### src/rtl/atm_pkg.sv
// Shared constants and types for the ATM transaction arbiter.
package atm_pkg;

   localparam int OP_W  = 3;
   localparam int ACC_W = 4;
   localparam int PIN_W = 16;
   localparam int AMT_W = 32;

   // Core operation codes
   localparam logic [OP_W-1:0] OP_BAL = 3'd3;
   localparam logic [OP_W-1:0] OP_WD  = 3'd4;
   localparam logic [OP_W-1:0] OP_DEP = 3'd5;
   localparam logic [OP_W-1:0] OP_PIN = 3'd6;

   // Arbiter FSM states
   localparam logic [2:0] ST_IDLE = 3'd0;
   localparam logic [2:0] ST_PARK = 3'd1;
   localparam logic [2:0] ST_RUN  = 3'd2;
   localparam logic [2:0] ST_CAPT = 3'd3;
   localparam logic [2:0] ST_RESP = 3'd4;

   // One terminal's request, in the order the core port fields are listed
   typedef struct packed {
      logic [OP_W-1:0]  op;
      logic [ACC_W-1:0] acc;
      logic [PIN_W-1:0] pin;
      logic [PIN_W-1:0] new_pin;
      logic [AMT_W-1:0] amount;
      logic             lang;
   } req_t;

   function automatic logic op_is_valid(input logic [OP_W-1:0] op);
      return (op >= OP_BAL) && (op <= OP_PIN);
   endfunction

endpackage

### src/rtl/atm_rr_pick.sv
// Combinational round-robin picker: first requester at or after ptr, wrapping.
module atm_rr_pick #(
   parameter int N_TERM = 4,
   parameter int PTR_W  = 2
) (
   input  logic [N_TERM-1:0] req,
   input  logic [PTR_W-1:0]  ptr,
   output logic [N_TERM-1:0] grant,
   output logic [PTR_W-1:0]  grant_idx,
   output logic              any
);

   int               pos;
   logic [PTR_W-1:0] cand;

   // Scan positions ptr, ptr+1, ... and keep the first active request
   always_comb begin
      grant     = '0;
      grant_idx = '0;
      any       = 1'b0;
      pos       = 0;
      cand      = '0;
      for (int i = 0; i < N_TERM; i++) begin
         pos  = (int'(ptr) + i) % N_TERM;
         cand = pos[PTR_W-1:0];
         if (!any && req[cand]) begin
            grant[cand] = 1'b1;
            grant_idx   = cand;
            any         = 1'b1;
         end
      end
   end

endmodule

### src/rtl/atm_txn_arbiter.sv
// Shares one ATM core among N_TERM terminals, one transaction at a time,
// with a per-account wrong-attempt lockout in front of the core.
module atm_txn_arbiter
   import atm_pkg::*;
#(
   parameter int N_TERM     = 4,
   parameter int TXN_CYCLES = 4,
   parameter int NUM_ACC    = 10,
   parameter int LOCK_LIMIT = 3
) (
   input  logic                    clk,
   input  logic                    rst,
   input  logic [N_TERM-1:0]       req_valid,
   output logic [N_TERM-1:0]       req_ready,
   input  logic [OP_W*N_TERM-1:0]  req_op,
   input  logic [ACC_W*N_TERM-1:0] req_acc,
   input  logic [PIN_W*N_TERM-1:0] req_pin,
   input  logic [PIN_W*N_TERM-1:0] req_new_pin,
   input  logic [AMT_W*N_TERM-1:0] req_amount,
   input  logic [N_TERM-1:0]       req_lang,
   output logic [N_TERM-1:0]       rsp_valid,
   output logic [AMT_W-1:0]        rsp_balance,
   output logic                    rsp_success,
   output logic                    rsp_locked,
   input  logic                    unlock_valid,
   input  logic [ACC_W-1:0]        unlock_acc,
   output logic                    core_rst_n,
   output logic [OP_W-1:0]         core_op,
   output logic [ACC_W-1:0]        core_acc,
   output logic [PIN_W-1:0]        core_pin,
   output logic [PIN_W-1:0]        core_new_pin,
   output logic [AMT_W-1:0]        core_amount,
   output logic                    core_lang,
   input  logic [AMT_W-1:0]        core_balance,
   input  logic                    core_success
);

   localparam int PTR_W = (N_TERM > 1) ? $clog2(N_TERM) : 1;
   localparam int CNT_W = $clog2(LOCK_LIMIT + 1);
   localparam int RUN_W = (TXN_CYCLES > 1) ? $clog2(TXN_CYCLES) : 1;

   logic [2:0]        state_reg, state_next;
   logic [PTR_W-1:0]  ptr_reg;
   logic [RUN_W-1:0]  run_cnt_reg;
   req_t              core_req_reg;
   logic [N_TERM-1:0] owner_reg;
   logic [AMT_W-1:0]  rsp_balance_reg;
   logic              rsp_success_reg;
   logic              rsp_locked_reg;

   req_t              req_arr [N_TERM];
   logic [N_TERM-1:0] grant;
   logic [PTR_W-1:0]  grant_idx;
   logic              grant_any;
   req_t              sel;
   logic              acc_ok;
   logic              op_ok;
   logic              sel_locked;
   logic [NUM_ACC:0]  locked_vec;
   logic [PTR_W-1:0]  ptr_after;

   // Slice the flat per-terminal buses into request records
   for (genvar gi = 0; gi < N_TERM; gi++) begin : g_unpack
      assign req_arr[gi] = {req_op[gi*OP_W +: OP_W],
                            req_acc[gi*ACC_W +: ACC_W],
                            req_pin[gi*PIN_W +: PIN_W],
                            req_new_pin[gi*PIN_W +: PIN_W],
                            req_amount[gi*AMT_W +: AMT_W],
                            req_lang[gi]};
   end

   atm_rr_pick #(
      .N_TERM (N_TERM),
      .PTR_W  (PTR_W)
   ) u_pick (
      .req       (req_valid),
      .ptr       (ptr_reg),
      .grant     (grant),
      .grant_idx (grant_idx),
      .any       (grant_any)
   );

   assign sel        = req_arr[grant_idx];
   assign acc_ok     = (sel.acc != '0) && (sel.acc <= ACC_W'(NUM_ACC));
   assign op_ok      = op_is_valid(sel.op);
   assign sel_locked = acc_ok && locked_vec[sel.acc];
   assign ptr_after  = (grant_idx == PTR_W'(N_TERM - 1)) ? '0 : grant_idx + 1'b1;

   // Account 0 does not exist and is never locked
   assign locked_vec[0] = 1'b0;

   // One saturating fail counter per valid account; unlock beats a capture update
   for (genvar gi = 1; gi <= NUM_ACC; gi++) begin : g_acc
      logic [CNT_W-1:0] fail_cnt_reg;

      // Admin unlock clears; a capture clears on success, counts up on failure
      always_ff @(posedge clk or posedge rst) begin
         if (rst) begin
            fail_cnt_reg <= '0;
         end else if (unlock_valid && (unlock_acc == ACC_W'(gi))) begin
            fail_cnt_reg <= '0;
         end else if ((state_reg == ST_CAPT) && (core_req_reg.acc == ACC_W'(gi))) begin
            if (core_success) begin
               fail_cnt_reg <= '0;
            end else if (fail_cnt_reg != CNT_W'(LOCK_LIMIT)) begin
               fail_cnt_reg <= fail_cnt_reg + 1'b1;
            end
         end
      end

      assign locked_vec[gi] = (fail_cnt_reg == CNT_W'(LOCK_LIMIT));
   end

   // Transaction sequencing; rejected requests skip the core entirely
   always_comb begin
      state_next = state_reg;
      case (state_reg)
         ST_IDLE: if (grant_any) state_next = (acc_ok && op_ok && !sel_locked) ? ST_PARK : ST_RESP;
         ST_PARK: state_next = ST_RUN;
         ST_RUN:  if (run_cnt_reg == '0) state_next = ST_CAPT;
         ST_CAPT: state_next = ST_RESP;
         ST_RESP: state_next = ST_IDLE;
         default: state_next = ST_IDLE;
      endcase
   end

   // State, grant pointer, request latch, run counter and response registers
   always_ff @(posedge clk or posedge rst) begin
      if (rst) begin
         state_reg       <= ST_IDLE;
         ptr_reg         <= '0;
         run_cnt_reg     <= '0;
         core_req_reg    <= '0;
         owner_reg       <= '0;
         rsp_balance_reg <= '0;
         rsp_success_reg <= 1'b0;
         rsp_locked_reg  <= 1'b0;
      end else begin
         state_reg <= state_next;
         case (state_reg)
            ST_IDLE: begin
               if (grant_any) begin
                  ptr_reg      <= ptr_after;
                  core_req_reg <= sel;
                  owner_reg    <= grant;
                  if (!(acc_ok && op_ok)) begin
                     rsp_balance_reg <= '0;
                     rsp_success_reg <= 1'b0;
                     rsp_locked_reg  <= 1'b0;
                  end else if (sel_locked) begin
                     rsp_balance_reg <= '0;
                     rsp_success_reg <= 1'b0;
                     rsp_locked_reg  <= 1'b1;
                  end
               end
            end
            ST_PARK: run_cnt_reg <= RUN_W'(TXN_CYCLES - 1);
            ST_RUN: begin
               if (run_cnt_reg != '0) run_cnt_reg <= run_cnt_reg - 1'b1;
            end
            ST_CAPT: begin
               rsp_balance_reg <= core_balance;
               rsp_success_reg <= core_success;
               rsp_locked_reg  <= 1'b0;
            end
            default: ;
         endcase
      end
   end

   // Accept is a same-cycle decode of the pick so the latency counts from it
   assign req_ready    = (state_reg == ST_IDLE && !rst) ? grant : '0;
   assign rsp_valid    = (state_reg == ST_RESP) ? owner_reg : '0;
   assign core_rst_n   = (state_reg == ST_RUN);
   assign rsp_balance  = rsp_balance_reg;
   assign rsp_success  = rsp_success_reg;
   assign rsp_locked   = rsp_locked_reg;
   assign core_op      = core_req_reg.op;
   assign core_acc     = core_req_reg.acc;
   assign core_pin     = core_req_reg.pin;
   assign core_new_pin = core_req_reg.new_pin;
   assign core_amount  = core_req_reg.amount;
   assign core_lang    = core_req_reg.lang;

endmodule

### config.mk
export PLATFORM = sky130hd
export DESIGN_NAME = atm_txn_arbiter
export DESIGN_NICKNAME = d
export VERILOG_FILES = /design/src/rtl/atm_pkg.sv /design/src/rtl/atm_rr_pick.sv /design/src/rtl/atm_txn_arbiter.sv
export SDC_FILE = /design/constraint.sdc
export NUM_CORES = 1
export LEC_CHECK = 0
export CORE_AREA = 2 2 174 176
export CTS_CLUSTER_SIZE = 8
export DETAILED_ROUTE_END_ITERATION = 8
export DIE_AREA = 0 0 176 178
export GPL_TIMING_DRIVEN = 0
export HOLD_SLACK_MARGIN = 0.03
export PLACE_DENSITY = 0.72
export SKIP_LAST_GASP = 1
export SYNTH_ARGS = -nofsm -noshare
export SYNTH_HDL_FRONTEND = slang
export SYNTH_HIERARCHICAL = 1
export SYNTH_SLANG_ARGS = --single-unit
### constraint.sdc
create_clock -name clk -period 6.7 [get_ports clk]
set_clock_uncertainty 0.05 [all_clocks]
set_input_delay 1.34 -clock clk [delete_from_list [all_inputs] [get_ports clk]]
set_output_delay 1.34 -clock clk [all_outputs]
set_load 0.02 [all_outputs]
# After elaboration in Yosys (flattened, before gate mapping)

Index checks and enable logic that the tools add are counted.

Add/subtract/negate cells: 15
$lt $le $gt $ge: 13
Equal/unequal tests: 49
Multiplexer cells: 94
Bitwise gates (word level): 4
Reduce and logical (&&, ||, !) cells: 78

Operator list:

| cell                                                                          | number |
|---|---|
| 72-bit binary-select mux with 2-bit select                                    | 1 |
| 72-bit two-way mux                                                            | 2 |
| 32-bit two-way mux                                                            | 3 |
| 2-bit two-way mux                                                             | 46 |
| 32-bit case mux with 2 select lines                                           | 1 |
| 1-bit logical AND                                                             | 33 |
| 4-bit by 3-bit equality test with 1-bit output (second input constant)        | 8 |
| 3-bit nonzero test                                                            | 10 |
| 2-bit AND reduction                                                           | 13 |
| 2-bit nonzero test                                                            | 13 |
| 2-bit by 1-bit adder with 2-bit output (second input constant)                | 12 |
| 4-bit equality test (second input constant)                                   | 6 |
| 4-bit two-way mux                                                             | 6 |
| 2-bit equality test (second input constant)                                   | 11 |
| 2-bit != test (second input constant)                                         | 11 |
| 1-bit two-way mux                                                             | 19 |
| 4-bit by 2-bit equality test with 1-bit output (second input constant)        | 4 |
| 2-bit by 3-bit less-than comparator with 1-bit output (second input constant) | 4 |
| 4-bit bitwise OR                                                              | 3 |
| 3-bit case mux with 4 select lines                                            | 1 |
| 3-bit two-way mux                                                             | 3 |
| 1-bit binary-select mux with 2-bit select                                     | 4 |
| 1-bit demux with 2-bit select                                                 | 4 |
| 4-bit by 1-bit equality test with 1-bit output (second input constant)        | 2 |
| other kinds (22)                                                              | 33 |

Bits in registers: 137
Input bits: 332
Output and inout port bits: 115
Logic and storage cells: 276

# Logic depth before layout (Yosys ltp)

Gate-level depths: netlist of the first run.

Depth in word-level cells: 24
Mapped depth: 17
Depth with buffers taken out: 11

# Modules after synthesis

Netlist of the first run, hierarchy kept.

Modules (own cells, without submodules):

| module          | times used | cells an instance | area an instance (um^2) | seq. area each (um^2) |
|---|---|---|---|---|
| atm_txn_arbiter | 1          | 553               | 7,704.9                 | 3,428.3 |
| atm_rr_pick     | 1          | 45                | 419.2                   | 0.0 |

# Worst setup path before layout of the first run

OpenSTA, ideal clock, no wires.

Kind: in2reg
Start point: in req_valid[3]
End point: reg rsp_balance_reg[0] (netlist: rsp_balance[0])
Library setup time: 0.121 ns
Arrival: 4.480 ns
Data required time: 6.529 ns
Path slack: 2.049 ns
Stages: 11
Path buffers: 4
Cell sequence: mux4_2 clkbuf_1 o31ai_1 buf_6 mux4_2 and3b_1 a221o_1 o32a_1 buf_6 buf_6 a22o_1

Longest elaborated chain between the ends: 22
Elaborated cells between the ends (all ways): 42
Classes of those cells: order compare (3); eq/ne (2); mux (24); bitwise (1); reduce/logical (12)

RTL lines:

| item                                                       | RTL line                             | text |
|---|---|---|
| from (decl)                                                | atm_txn_arbiter.sv:13                | `input logic [N_TERM-1:0] req_valid,` |
| 1-bit binary-select mux with 2-bit select                  | atm_rr_pick.sv:26                    | `if (!any && req[cand]) begin` |
| 1-bit two-way mux (not written as such)                    | atm_rr_pick.sv:26                    |  |
| 1-bit two-way mux                                          | atm_rr_pick.sv:26                    |  |
| 1-bit zero test                                            | atm_rr_pick.sv:26                    |  |
| 1-bit logical AND                                          | atm_rr_pick.sv:26                    |  |
| 1-bit two-way mux                                          | atm_rr_pick.sv:26                    |  |
| 1-bit zero test                                            | atm_rr_pick.sv:26                    |  |
| 1-bit logical AND                                          | atm_rr_pick.sv:26                    |  |
| [... 4 more ...]                                           | --                                   |  |
| net grant_idx[0]                                           | atm_txn_arbiter.sv:53                | `logic [PTR_W-1:0] grant_idx;` |
| [... 1 more ...]                                           | --                                   |  |
| 72-bit binary-select mux with 2-bit select (*)             | atm_txn_arbiter.sv:83                | `assign sel = req_arr[grant_idx];` |
| 72-bit two-way mux (not written as such) (*) (2 in series) | atm_txn_arbiter.sv:83                |  |
| 4-bit <= comparator, or another cell as far along          | atm_txn_arbiter.sv:84                | `assign acc_ok = (sel.acc != '0) && (sel.acc <= ACC_W'(NUM_ACC));` |
| 1-bit logical AND (on tied branches)                       | atm_txn_arbiter.sv:84, atm_pkg.sv:33 |  |
| 1-bit logical AND                                          | atm_txn_arbiter.sv:146               | `if (!(acc_ok && op_ok)) begin` |
| 32-bit two-way mux                                         | atm_txn_arbiter.sv:146               |  |
| 32-bit two-way mux                                         | atm_txn_arbiter.sv:142               | `if (grant_any) begin` |
| 32-bit case mux with 2 select lines                        | atm_txn_arbiter.sv:140               | `case (state_reg)` |
| to (signal assigned)                                       | atm_txn_arbiter.sv:162               | `rsp_balance_reg <= core_balance;` |
| to (decl)                                                  | atm_txn_arbiter.sv:47                | `logic [AMT_W-1:0] rsp_balance_reg;` |

The timed path passes the listed nets; every way through them passes the cells marked *. The select of a mux whose other input is x is not followed.
A chain may end at the register's enable or synchronous reset.

# Worst setup path after layout of the first run

Start point: in req_valid[3]
End point: reg core_req_reg (netlist bit core_new_pin[11])

Longest elaborated chain between the ends: 16
Elaborated cells between the ends (all ways): 27
Classes of those cells: mux (19); bitwise (1); reduce/logical (7)

RTL lines:

| item                                                       | RTL line               | text |
|---|---|---|
| 1-bit binary-select mux with 2-bit select                  | atm_rr_pick.sv:26      |  |
| 1-bit two-way mux (not written as such)                    | atm_rr_pick.sv:26      |  |
| 1-bit two-way mux                                          | atm_rr_pick.sv:26      |  |
| 1-bit zero test                                            | atm_rr_pick.sv:26      |  |
| 1-bit logical AND                                          | atm_rr_pick.sv:26      |  |
| 1-bit two-way mux                                          | atm_rr_pick.sv:26      |  |
| 1-bit zero test                                            | atm_rr_pick.sv:26      |  |
| 1-bit logical AND                                          | atm_rr_pick.sv:26      |  |
| 1-bit two-way mux                                          | atm_rr_pick.sv:26      |  |
| 1-bit zero test                                            | atm_rr_pick.sv:26      |  |
| 1-bit logical AND                                          | atm_rr_pick.sv:26      |  |
| 2-bit two-way mux (*)                                      | atm_rr_pick.sv:26      |  |
| net grant_idx[1]                                           | atm_txn_arbiter.sv:53  |  |
| 2-bit NOT with 3-bit output (not written as such) (*)      | atm_txn_arbiter.sv:83  |  |
| 72-bit binary-select mux with 2-bit select (*)             | atm_txn_arbiter.sv:83  |  |
| 72-bit two-way mux (not written as such) (*) (2 in series) | atm_txn_arbiter.sv:83  |  |
| to (signal assigned)                                       | atm_txn_arbiter.sv:144 | `core_req_reg <= sel;` |
| to (decl)                                                  | atm_txn_arbiter.sv:45  | `req_t core_req_reg;` |

Marks and branches as above.

==> impl_metrics.json, run 1 <==
{
  "cts_post_setup_buffers_inserted": 0,
  "min_period_ps": 5560,
  "criticalPathCategory": "input pin to flop",
  "die_w_um": 176,
  "worst-path-max-fanout": 10,
  "grt_start_max_net_pins": 91,
  "ys_types": 58,
  "placement.io_buffers": 446,
  "cts_inserted_buffers": 17,
  "finalCritPeriodShare": 0.830,
  "drt-initial-drc-count": 385,
  "numClockSinks": 137,
  "yosysWarnings": 6,
  "cellPowerDensity_nw_per_um2": 496,
  "worstRegToRegCells": 11,
  "design.core.area_um2": 29400,
  "tightestPinTransition_ps": 957,
  "finalSetupViolations": 0,
  "cellLeakagePower_nw": 5.36,
  "die_footprint_um2": 31300,
  "cts-resized-gates": 0,
  "worst_path_arrival_time_ps": 5820,
  "fill_cells": 2629,
  "worstSkewPairLatency_ps": 430,
  "mostFrequentLayoutCell": "sky130_fd_sc_hd__clkdlybuf4s50_1",
  "crit_path_start": "req_valid[3]",
  "post-route-drc-count": 0,
  "asyncSetResetFlopFracSynth": 1.00,
  "cts_max_path_buffers": 2,
  "grt_pass1_vias": 7690,
  "ctsHoldBuffers": 0,
  "slew-limit-headroom": 0.362,
  "timing.final.hold_violations": 0,
  "detail_route.wl_per_cell_um": 22.3,
  "totalWireLength_mm": 32.8,
  "grt_first_pass_wirelength_mm": 47.3,
  "final_util": 0.467,
  "min-delay-path-class": "flop to flop",
  "peakVddDrop_mv": 0.228,
  "mappedNetlistNets": 947,
  "clk_pin_slew_ps": 70,
  "synth-seq-cells": 137,
  "globalRouteTotalUtil": 0.206,
  "outcome": "finished, final reports clean",
  "place_congestion": 0.850,
  "postSynthAreaPerCell_um2": 13.6,
  "syn_inst": 598,
  "ctsHtreeMaxLevel": 4,
  "postLayoutSetupSlackWorst_ps": 1140,
  "post_synth_top_flop": "sky130_fd_sc_hd__dfrtp_1",
  "critPathRequiredTime_ps": 6960,
  "viasPerCell": 5.03,
  "io_pins": 447,
  "layout-drive-gt1-share": 0.199,
  "worst_r2r_startpoint": "ptr_reg[1]",
  "max_freq_mhz": 180,
  "end_kind": "flop",
  "die_height_um": 178,
  "stdcell_count": 1471,
  "register_to_register_setup_slack_ps": 1630,
  "startpoint_type_of_the_worst_setup_path": "input pin",
  "design.final.nets": 1414,
  "global_route.overflow_total": 0,
  "first_pass_iters": 4,
  "critical_path.reg2reg.endpoint": "core_new_pin[11]",
  "rsz0062_at_grt": "no",
  "antenna_found_initial": 4,
  "setup_tns_after_final_layout_ps": 0,
  "timing_max_transition_violations_final": 0,
  "synth_area_um2": 8120,
  "detailedPlace.worstSlack_ps": 652,
  "floorplan.rows": 63,
  "detailed_placer_s_ending_hpwl_mm": 26.4,
  "maxCapViolCount": 0,
  "setup.worst_path.end": "core_new_pin[11]",
  "final_cell_mix": "sky130_fd_sc_hd__clkdlybuf4s50_1 (446), sky130_fd_sc_hd__dfrtp_1 (137), sky130_fd_sc_hd__mux2_2 (80)",
  "start_util": 0.276,
  "flow.area_growth_from_synthesis_pct": 69.1,
  "clock_tree.root_cell": "sky130_fd_sc_hd__clkbuf_16",
  "synth-seq-area-share": 0.422,
  "route.antenna.remaining_nets": 0,
  "detailroute.via_count": 7397,
  "post-place-cells": 1436,
  "synth-edff-count": 0,
  "tritoncts": "done"
}
how the worst min path moves through the flow:
stage                         start               to  slack, ps  cells after the start
floorplan              owner_reg[0]     owner_reg[0]        420                      1
global placement    rsp_balance[14]  rsp_balance[14]        430                      1
detailed placement  rsp_balance[14]  rsp_balance[14]        430                      1
CTS                 rsp_balance[13]  rsp_balance[13]        450                      1
global route        rsp_balance[24]  rsp_balance[24]        470                      1
finish              rsp_balance[31]  rsp_balance[31]        450                      1
layer usage:
metal,part of all wire,up-vias,GRT usage
met3,0.084,39,0.0644
met1,0.40,3737,0.257
met4,0.021,2,0.0582
met5,0.00040,-,0
li1,-,3304,-
met2,0.50,315,0.344
layout make-up:
class / count / area, µm² / share of cell area
Clock inverter: 15 / 184 / 0.0134
Multi-Input combinational cell: 410 / 4450 / 0.324
Antenna cell: 3 / 7.51 / 0.000546
Inverter: 8 / 35.0 / 0.00255
Sequential cell: 137 / 3430 / 0.250
Tap cell: 390 / 488 / 0.0355
Clock buffer: 17 / 425 / 0.0310
Buffer: 43 / 223 / 0.0162
Timing Repair Buffer: 448 / 4500 / 0.327
worst max-delay path, cell delays in order:
cell and delay [ps]:
sky130_fd_sc_hd__clkdlybuf4s50_1 490, sky130_fd_sc_hd__mux4_2 500, sky130_fd_sc_hd__buf_6 160, sky130_fd_sc_hd__o311ai_0 350, sky130_fd_sc_hd__a32o_1 200, sky130_fd_sc_hd__clkbuf_1 720, sky130_fd_sc_hd__clkbuf_1 630, sky130_fd_sc_hd__buf_1 650
sky130_fd_sc_hd__mux4_2 480, sky130_fd_sc_hd__mux2_2 290
cell usage after synthesis (7+ instances only):
library cell,instances,share of area
sky130_fd_sc_hd__mux2_2,80,0.11
sky130_fd_sc_hd__nand2_1,19,0.0088
sky130_fd_sc_hd__ha_1,17,0.026
sky130_fd_sc_hd__nor2b_1,12,0.0092
sky130_fd_sc_hd__clkbuf_1,25,0.012
sky130_fd_sc_hd__or3_1,7,0.0054
sky130_fd_sc_hd__or4b_2,8,0.0099
sky130_fd_sc_hd__a22oi_1,8,0.0074
sky130_fd_sc_hd__nor2_1,26,0.012
sky130_fd_sc_hd__a21oi_1,22,0.014
sky130_fd_sc_hd__dfrtp_1,137,0.42
sky130_fd_sc_hd__inv_1,8,0.0037
sky130_fd_sc_hd__a22o_1,34,0.037
sky130_fd_sc_hd__a21o_1,8,0.0074
sky130_fd_sc_hd__buf_1,9,0.0042
sky130_fd_sc_hd__mux4_2,74,0.21
sky130_fd_sc_hd__buf_6,8,0.011
sky130_fd_sc_hd__o21ai_0,15,0.0092
logic make-up (layout without fill, tap and decap cells):
| family | Yosys count | after routing | share of synthesized area |
|---|---|---|---|
| AO/OA/AOI/OAI | 108 | 108 | 0.0998 |
| other | 0 | 3 | 0 |
| XOR/XNOR | 1 | 1 | 0.00108 |
| multiplexers | 162 | 162 | 0.331 |
| AND/OR/NAND/NOR | 122 | 122 | 0.0893 |
| flip-flops | 137 | 137 | 0.422 |
| buffers and inverters | 51 | 531 | 0.0311 |
| adder cells (fa/ha/maj) | 17 | 17 | 0.0262 |
power breakdown:
group          leakage (nW)  total (mW)  internal (mW)  switching [mW]
clock                 0.294       0.974          0.535           0.439
sequential             1.72        1.33           1.13           0.193
combinational          3.34        4.52           2.34            2.18
total                  5.36        6.82           4.01            2.81
metrics by stage:
step / hold slack, ps / cell area (µm²) / total power [mW]
after floorplan: 422 / 8120 / 4.30
after global placement: 433 / 13100 / 5.84
after detailed placement: 431 / 13100 / 5.92
after CTS: 454 / 13700 / 6.92
after global routing: 474 / 13700 / 7.24
final: 450 / 13700 / 6.82
Note: power is estimated with default switching activity, not from simulation.
==> run 2: changes to the inputs <==
--- a/config.mk
+++ b/config.mk
@@ -5,13 +5,13 @@
 export SDC_FILE = /design/constraint.sdc
 export NUM_CORES = 1
 export LEC_CHECK = 0
-export CORE_AREA = 2 2 174 176
+export CORE_AREA = 2 2 173 175
 export CTS_CLUSTER_SIZE = 8
 export DETAILED_ROUTE_END_ITERATION = 8
-export DIE_AREA = 0 0 176 178
+export DIE_AREA = 0 0 175 177
 export GPL_TIMING_DRIVEN = 0
 export HOLD_SLACK_MARGIN = 0.03
-export PLACE_DENSITY = 0.72
+export PLACE_DENSITY = 0.74
 export SKIP_LAST_GASP = 1
 export SYNTH_ARGS = -nofsm -noshare
 export SYNTH_HDL_FRONTEND = slang
==> constraint.sdc (replaced) <==
create_clock -name clk -period 4.6 [get_ports clk]
set_clock_uncertainty 0.05 [all_clocks]
set_input_delay 0.92 -clock clk [delete_from_list [all_inputs] [get_ports clk]]
set_output_delay 0.92 -clock clk [all_outputs]
set_load 0.02 [all_outputs]
==> run 2 against run 1 <==
Worst setup slack got worse by 900 ps. Cell area is 1.3% higher. Core utilization increased by 0.87 points. Final cell count is 0.68% higher. Sequential share of layout area down 0.32 points. Clock power up 47%. Die area fell by 1.1%. Non-clock buffer count increased by 12. Highest routed layer is now met4.
==> impl_metrics.json, run 2 (same netlist as run 1, synthesis figures left out) <==
{
  "floorplan.rows": 63,
  "critPathRequiredTime_ps": 4850,
  "design.core.area_um2": 29200,
  "globalRouteTotalUtil": 0.203,
  "critPathSlowestCell": "sky130_fd_sc_hd__mux4_2",
  "maxCapViolCount": 0,
  "global_route.overflow_total": 0,
  "io_pins": 447,
  "final_util": 0.476,
  "mostFrequentLayoutCell": "sky130_fd_sc_hd__clkdlybuf4s50_1",
  "finalCritPeriodShare": 0.949,
  "rsz0062_at_grt": "no",
  "crit_path_start": "ptr_reg[0]",
  "layout-drive-gt1-share": 0.217,
  "cts_inserted_buffers": 17,
  "numClockSinks": 137,
  "grt_start_max_net_pins": 42,
  "worst-path-max-fanout": 10,
  "start_util": 0.278,
  "placement.io_buffers": 446,
  "timing_max_transition_violations_final": 0,
  "peakVddDrop_mv": 0.466,
  "worstPathCellList": "buf_6, inv_1, ha_4, mux4_2, buf_6, and2b_2, o21ai_0, o31ai_2, buf_6, mux4_2, buf_6, mux2i_1, a221o_1, o32a_1, buf_6, buf_6, a22o_1",
  "tightestPinTransition_ps": 1050,
  "route.antenna.remaining_nets": 0,
  "detailed_placer_s_ending_hpwl_mm": 25.4,
  "totalWireLength_mm": 32.0,
  "critical_path.top_delay_family": "buffers and inverters",
  "worst-path-buf-inv": 7,
  "slew-limit-headroom": 0.299,
  "max_freq_mhz": 229,
  "post-route-drc-count": 0,
  "tritoncts": "done",
  "drt-initial-drc-count": 399,
  "clock_tree.root_cell": "sky130_fd_sc_hd__clkbuf_16",
  "finalSetupViolations": 0,
  "hp-start": "rsp_balance[15]",
  "final_cell_mix": "sky130_fd_sc_hd__clkdlybuf4s50_1 (442), sky130_fd_sc_hd__dfrtp_1 (136), sky130_fd_sc_hd__mux2_2 (80)",
  "die_height_um": 177,
  "ctsHoldBuffers": 0,
  "die_w_um": 175,
  "viasPerCell": 4.94,
  "design.final.nets": 1426,
  "cpMostUsedCell": "sky130_fd_sc_hd__buf_6",
  "place_congestion": 0.827,
  "timing.critical_path.slowest_cell_delay_ps": 570,
  "detail_route.wl_per_cell_um": 21.6,
  "end_kind": "flop",
  "flow.area_growth_from_synthesis_pct": 71.4,
  "grt_pass1_vias": 7681,
  "antenna_found_initial": 1,
  "cellLeakagePower_nw": 5.47,
  "die_footprint_um2": 31000,
  "startpoint_type_of_the_worst_setup_path": "flop",
  "setup_tns_after_final_layout_ps": 0,
  "first_pass_iters": 4,
  "ctsHtreeMaxLevel": 4,
  "outcome": "finished, final reports clean",
  "worst_r2r_startpoint": "ptr_reg[0]",
  "grt_first_pass_wirelength_mm": 46.8,
  "timing.final.hold_violations": 0,
  "min-delay-path-class": "flop to flop",
  "detailroute.via_count": 7311,
  "worstSkewPairLatency_ps": 420,
  "worst_path_arrival_time_ps": 4610,
  "min_period_ps": 4370,
  "cellPowerDensity_nw_per_um2": 730,
  "clk_pin_slew_ps": 70,
  "cts_max_path_buffers": 2,
  "criticalPathCategory": "flop to flop"
}
run 2: cell types whose count changed in the layout (fill, tap and decap cells not counted), sizes merged, moves of 4 or more:
cell           change
clkdlybuf4s15      +4
buf                +8
dlymetal6s2s       +4
clkinvlp           +4
clkdlybuf4s50      -4
clkinv             -6
run 2: layer usage:
| metal | GRT usage | part of all wire |
|---|---|---|
| met1 | 0.252 | 0.41 |
| met2 | 0.342 | 0.51 |
| met3 | 0.0595 | 0.067 |
| met4 | 0.0590 | 0.020 |
| met5 | 0 | 0 |
run 2: final timing paths:
path                                        end  slack [ps]  depth (start not counted)
worst max-delay path            rsp_balance[18]         230                         17
worst min-delay path            rsp_balance[15]         450                          1
worst max register to register  rsp_balance[18]         230                         17
worst min register to register  rsp_balance[15]         450                          1
max in group asynchronous            rsp_locked        3000                          3
min in group asynchronous          owner_reg[1]         900                          2
run 2: through the flow:
stage	area (µm²)	worst slack [ps]	hold WS [ps]	total power, mW	cells
floorplan	8130	369	422	6.26	598
CTS	13800	8.48	453	10.2	1474
finish	13900	235	448	10.2	1481
global placement	13100	-872	431	8.48	1434
detailed placement	13200	-961	431	8.60	1438
global route	13900	54.7	461	10.8	1481
run 2: repair_timing:
| action | 4_1_cts | 5_1_grt |
|---|---|---|
| hold endpoints to repair | 0 | 0 |
| pin swaps | 2 | 3 |
| resized for setup | 14 | 7 |
| setup buffers | 4 | 6 |
| endpoints found under the setup margin | 86 | 77 |
run 2: cell type report:
class | count | area (µm²)
fillers | 2591 | 15300
plain buffers | 43 | 259
flip-flops and latches | 137 | 3430
diodes | 1 | 2.50
clock buffers | 17 | 425
multi-input cells | 410 | 4490
clock inverters | 15 | 179
repair buffers | 460 | 4620
inverters | 8 | 33.8
well taps | 390 | 488
run 2: report_power, final:
group          internal (mW)  total [mW]  switching, mW
Clock                  0.822        1.43          0.612
Sequential              1.65        1.93          0.280
Combinational           3.57        6.79           3.22
run 2: worst register-to-register path, cell delays in order (launching register included):
cell and delay, ps:
sky130_fd_sc_hd__dfrtp_1 370, sky130_fd_sc_hd__buf_6 160, sky130_fd_sc_hd__inv_1 100, sky130_fd_sc_hd__ha_4 300
sky130_fd_sc_hd__mux4_2 310, sky130_fd_sc_hd__buf_6 160, sky130_fd_sc_hd__and2b_2 260, sky130_fd_sc_hd__o21ai_0 100
sky130_fd_sc_hd__o31ai_2 100, sky130_fd_sc_hd__buf_6 240, sky130_fd_sc_hd__mux4_2 580, sky130_fd_sc_hd__buf_6 180
sky130_fd_sc_hd__mux2i_1 180, sky130_fd_sc_hd__a221o_1 320, sky130_fd_sc_hd__o32a_1 350, sky130_fd_sc_hd__buf_6 150
sky130_fd_sc_hd__buf_6 140, sky130_fd_sc_hd__a22o_1 190
==> run 3: changes to the inputs <==
--- a/config.mk
+++ b/config.mk
@@ -11,7 +11,7 @@
 export DIE_AREA = 0 0 175 177
 export GPL_TIMING_DRIVEN = 0
 export HOLD_SLACK_MARGIN = 0.03
-export PLACE_DENSITY = 0.74
+export PLACE_DENSITY = 0.72
 export SKIP_LAST_GASP = 1
 export SYNTH_ARGS = -nofsm -noshare
 export SYNTH_HDL_FRONTEND = slang
==> constraint.sdc (replaced) <==
create_clock -name clk -period 5.65 [get_ports clk]
set_clock_uncertainty 0.05 [all_clocks]
set_input_delay 1.13 -clock clk [delete_from_list [all_inputs] [get_ports clk]]
set_output_delay 1.13 -clock clk [all_outputs]
set_load 0.02 [all_outputs]
==> run 3 against run 2 <==
Critical path depth decreased by 3. Cell area fell by 1.6%. Sequential power fell by 19%. Largest cell class unchanged. Largest power group unchanged.
==> impl_metrics.json, run 3 (same netlist as run 1, synthesis figures left out) <==
{
  "tritoncts": "done",
  "post-place-cells": 1436,
  "final_cell_mix": "sky130_fd_sc_hd__clkdlybuf4s50_1 (446), sky130_fd_sc_hd__dfrtp_1 (137), sky130_fd_sc_hd__mux2_2 (80)",
  "stdcell_count": 1471,
  "worstSkewPairLatency_ps": 420,
  "min-delay-path-class": "flop to flop",
  "design_power_total_mw": 8.03,
  "grt_first_pass_wirelength_mm": 47.2,
  "post-route-drc-count": 0,
  "floorplan.rows": 63,
  "first_pass_iters": 5,
  "io_pins": 447,
  "drt-initial-drc-count": 257,
  "grt_start_max_net_pins": 96,
  "detailroute.via_count": 7388,
  "die_footprint_um2": 31000,
  "die_height_um": 177,
  "critPathSlowestCell": "sky130_fd_sc_hd__clkbuf_1",
  "place_congestion": 0.823,
  "viasPerCell": 5.02,
  "min_period_ps": 5230,
  "clk_pin_slew_ps": 70,
  "critPathRequiredTime_ps": 5940,
  "max_freq_mhz": 191,
  "slew-limit-headroom": 0.361,
  "timing.final.hold_violations": 0,
  "detailed_placer_s_ending_hpwl_mm": 25.8,
  "cts_inserted_buffers": 17,
  "worst_path_arrival_time_ps": 5520,
  "antenna_found_initial": 5,
  "cts-resized-gates": 0,
  "end_kind": "flop",
  "finalSetupViolations": 0,
  "startpoint_type_of_the_worst_setup_path": "input pin",
  "design.final.nets": 1414,
  "layout-drive-gt1-share": 0.199,
  "worstPathCellList": "clkdlybuf4s50_1, mux4_2, buf_6, o311ai_0, a32o_1, clkbuf_1, mux4_2, buf_6, mux2_4, a2111oi_4, o32a_1, buf_6, buf_6, a22o_1",
  "cts_post_setup_buffers_inserted": 0,
  "worst-path-buf-inv": 6,
  "die_w_um": 175,
  "cellLeakagePower_nw": 5.34,
  "timing_max_transition_violations_final": 0,
  "outcome": "finished, final reports clean",
  "flow.area_growth_from_synthesis_pct": 68.7,
  "mostFrequentLayoutCell": "sky130_fd_sc_hd__clkdlybuf4s50_1",
  "peakVddDrop_mv": 0.295,
  "ctsHtreeMaxLevel": 4,
  "critical_path.top_delay_family": "buffers and inverters",
  "rsz0062_at_grt": "no",
  "grt_pass1_vias": 7813,
  "design.core.area_um2": 29200,
  "criticalPathCategory": "input pin to flop",
  "worst-path-max-fanout": 10,
  "finalCritPeriodShare": 0.926,
  "global_route.overflow_total": 0,
  "numClockSinks": 137,
  "maxCapViolCount": 0,
  "totalWireLength_mm": 32.3,
  "globalRouteTotalUtil": 0.204,
  "start_util": 0.278,
  "detail_route.wl_per_cell_um": 21.9,
  "tightestPinTransition_ps": 958,
  "clock_tree.root_cell": "sky130_fd_sc_hd__clkbuf_16",
  "cpMostUsedCell": "sky130_fd_sc_hd__buf_6",
  "ctsHoldBuffers": 0,
  "fill_cells": 2647,
  "placement.io_buffers": 446,
  "cellPowerDensity_nw_per_um2": 586,
  "route.antenna.remaining_nets": 0,
  "cts_max_path_buffers": 2,
  "timing.critical_path.slowest_cell_delay_ps": 650
}
-- run 3: worst reg2reg max path, cell delays in order, from the launching register on --
cell and delay (ps):
sky130_fd_sc_hd__dfrtp_1 530, sky130_fd_sc_hd__inv_1 160, sky130_fd_sc_hd__ha_1 400, sky130_fd_sc_hd__mux4_2 330
sky130_fd_sc_hd__buf_6 160, sky130_fd_sc_hd__o311ai_0 340, sky130_fd_sc_hd__a32o_1 200, sky130_fd_sc_hd__clkbuf_1 650
sky130_fd_sc_hd__mux4_2 480, sky130_fd_sc_hd__buf_6 180, sky130_fd_sc_hd__mux2_4 320, sky130_fd_sc_hd__a2111oi_4 400
sky130_fd_sc_hd__o32a_1 230, sky130_fd_sc_hd__buf_6 160, sky130_fd_sc_hd__buf_6 150, sky130_fd_sc_hd__a22o_1 150
-- run 3: area by class of cell --
class / instances / area, µm² / share of cell area
multi-input combinational: 410 / 4450 / 0.325
sequential: 137 / 3430 / 0.250
clock buffer: 17 / 425 / 0.0310
clock inverter: 15 / 149 / 0.0109
buffer: 43 / 223 / 0.0163
inverter: 8 / 35.0 / 0.00256
antenna: 3 / 7.51 / 0.000548
tap: 390 / 488 / 0.0356
timing repair buffer: 448 / 4500 / 0.328
-- run 3: final timing paths --
| kind | from | endpoint | slack, ps | cells past startpoint |
|---|---|---|---|---|
| max | req_valid[3] | rsp_balance[17] | 420 | 14 |
| min | rsp_balance[24] | rsp_balance[24] | 450 | 1 |
| max reg2reg | ptr_reg[1] | rsp_balance[17] | 690 | 15 |
| min reg2reg | rsp_balance[24] | rsp_balance[24] | 450 | 1 |
| max in group asynchronous | rst | core_new_pin[5] | 3580 | 3 |
| min in group asynchronous | rst | core_amount[6] | 1090 | 2 |
-- run 3: routing by layer --
metal	vias up	global-route usage	share of wire
li1	3309	-	-
met1	3751	0.252	0.40
met2	306	0.348	0.51
met3	20	0.0608	0.076
met4	2	0.0542	0.016
met5	-	0	0.00040
-- run 3: where the power goes --
group	switching (mW)	internal, mW
clock network	0.517	0.587
logic	2.59	2.77
registers	0.222	1.35
-- run 3: metrics by stage --
step	utilization	hold slack, ps	area (µm²)	setup slack (ps)	TNS, ps
2_1_floorplan	-	422	8120	802	0
3_3_place_gp	0.447	433	13100	-1480	-202980
3_5_place_dp	0.449	433	13100	-105	-3010
4_1_cts	0.468	452	13700	357	0
5_1_grt	0.469	465	13700	213	0
6_report	0.469	447	13700	417	0
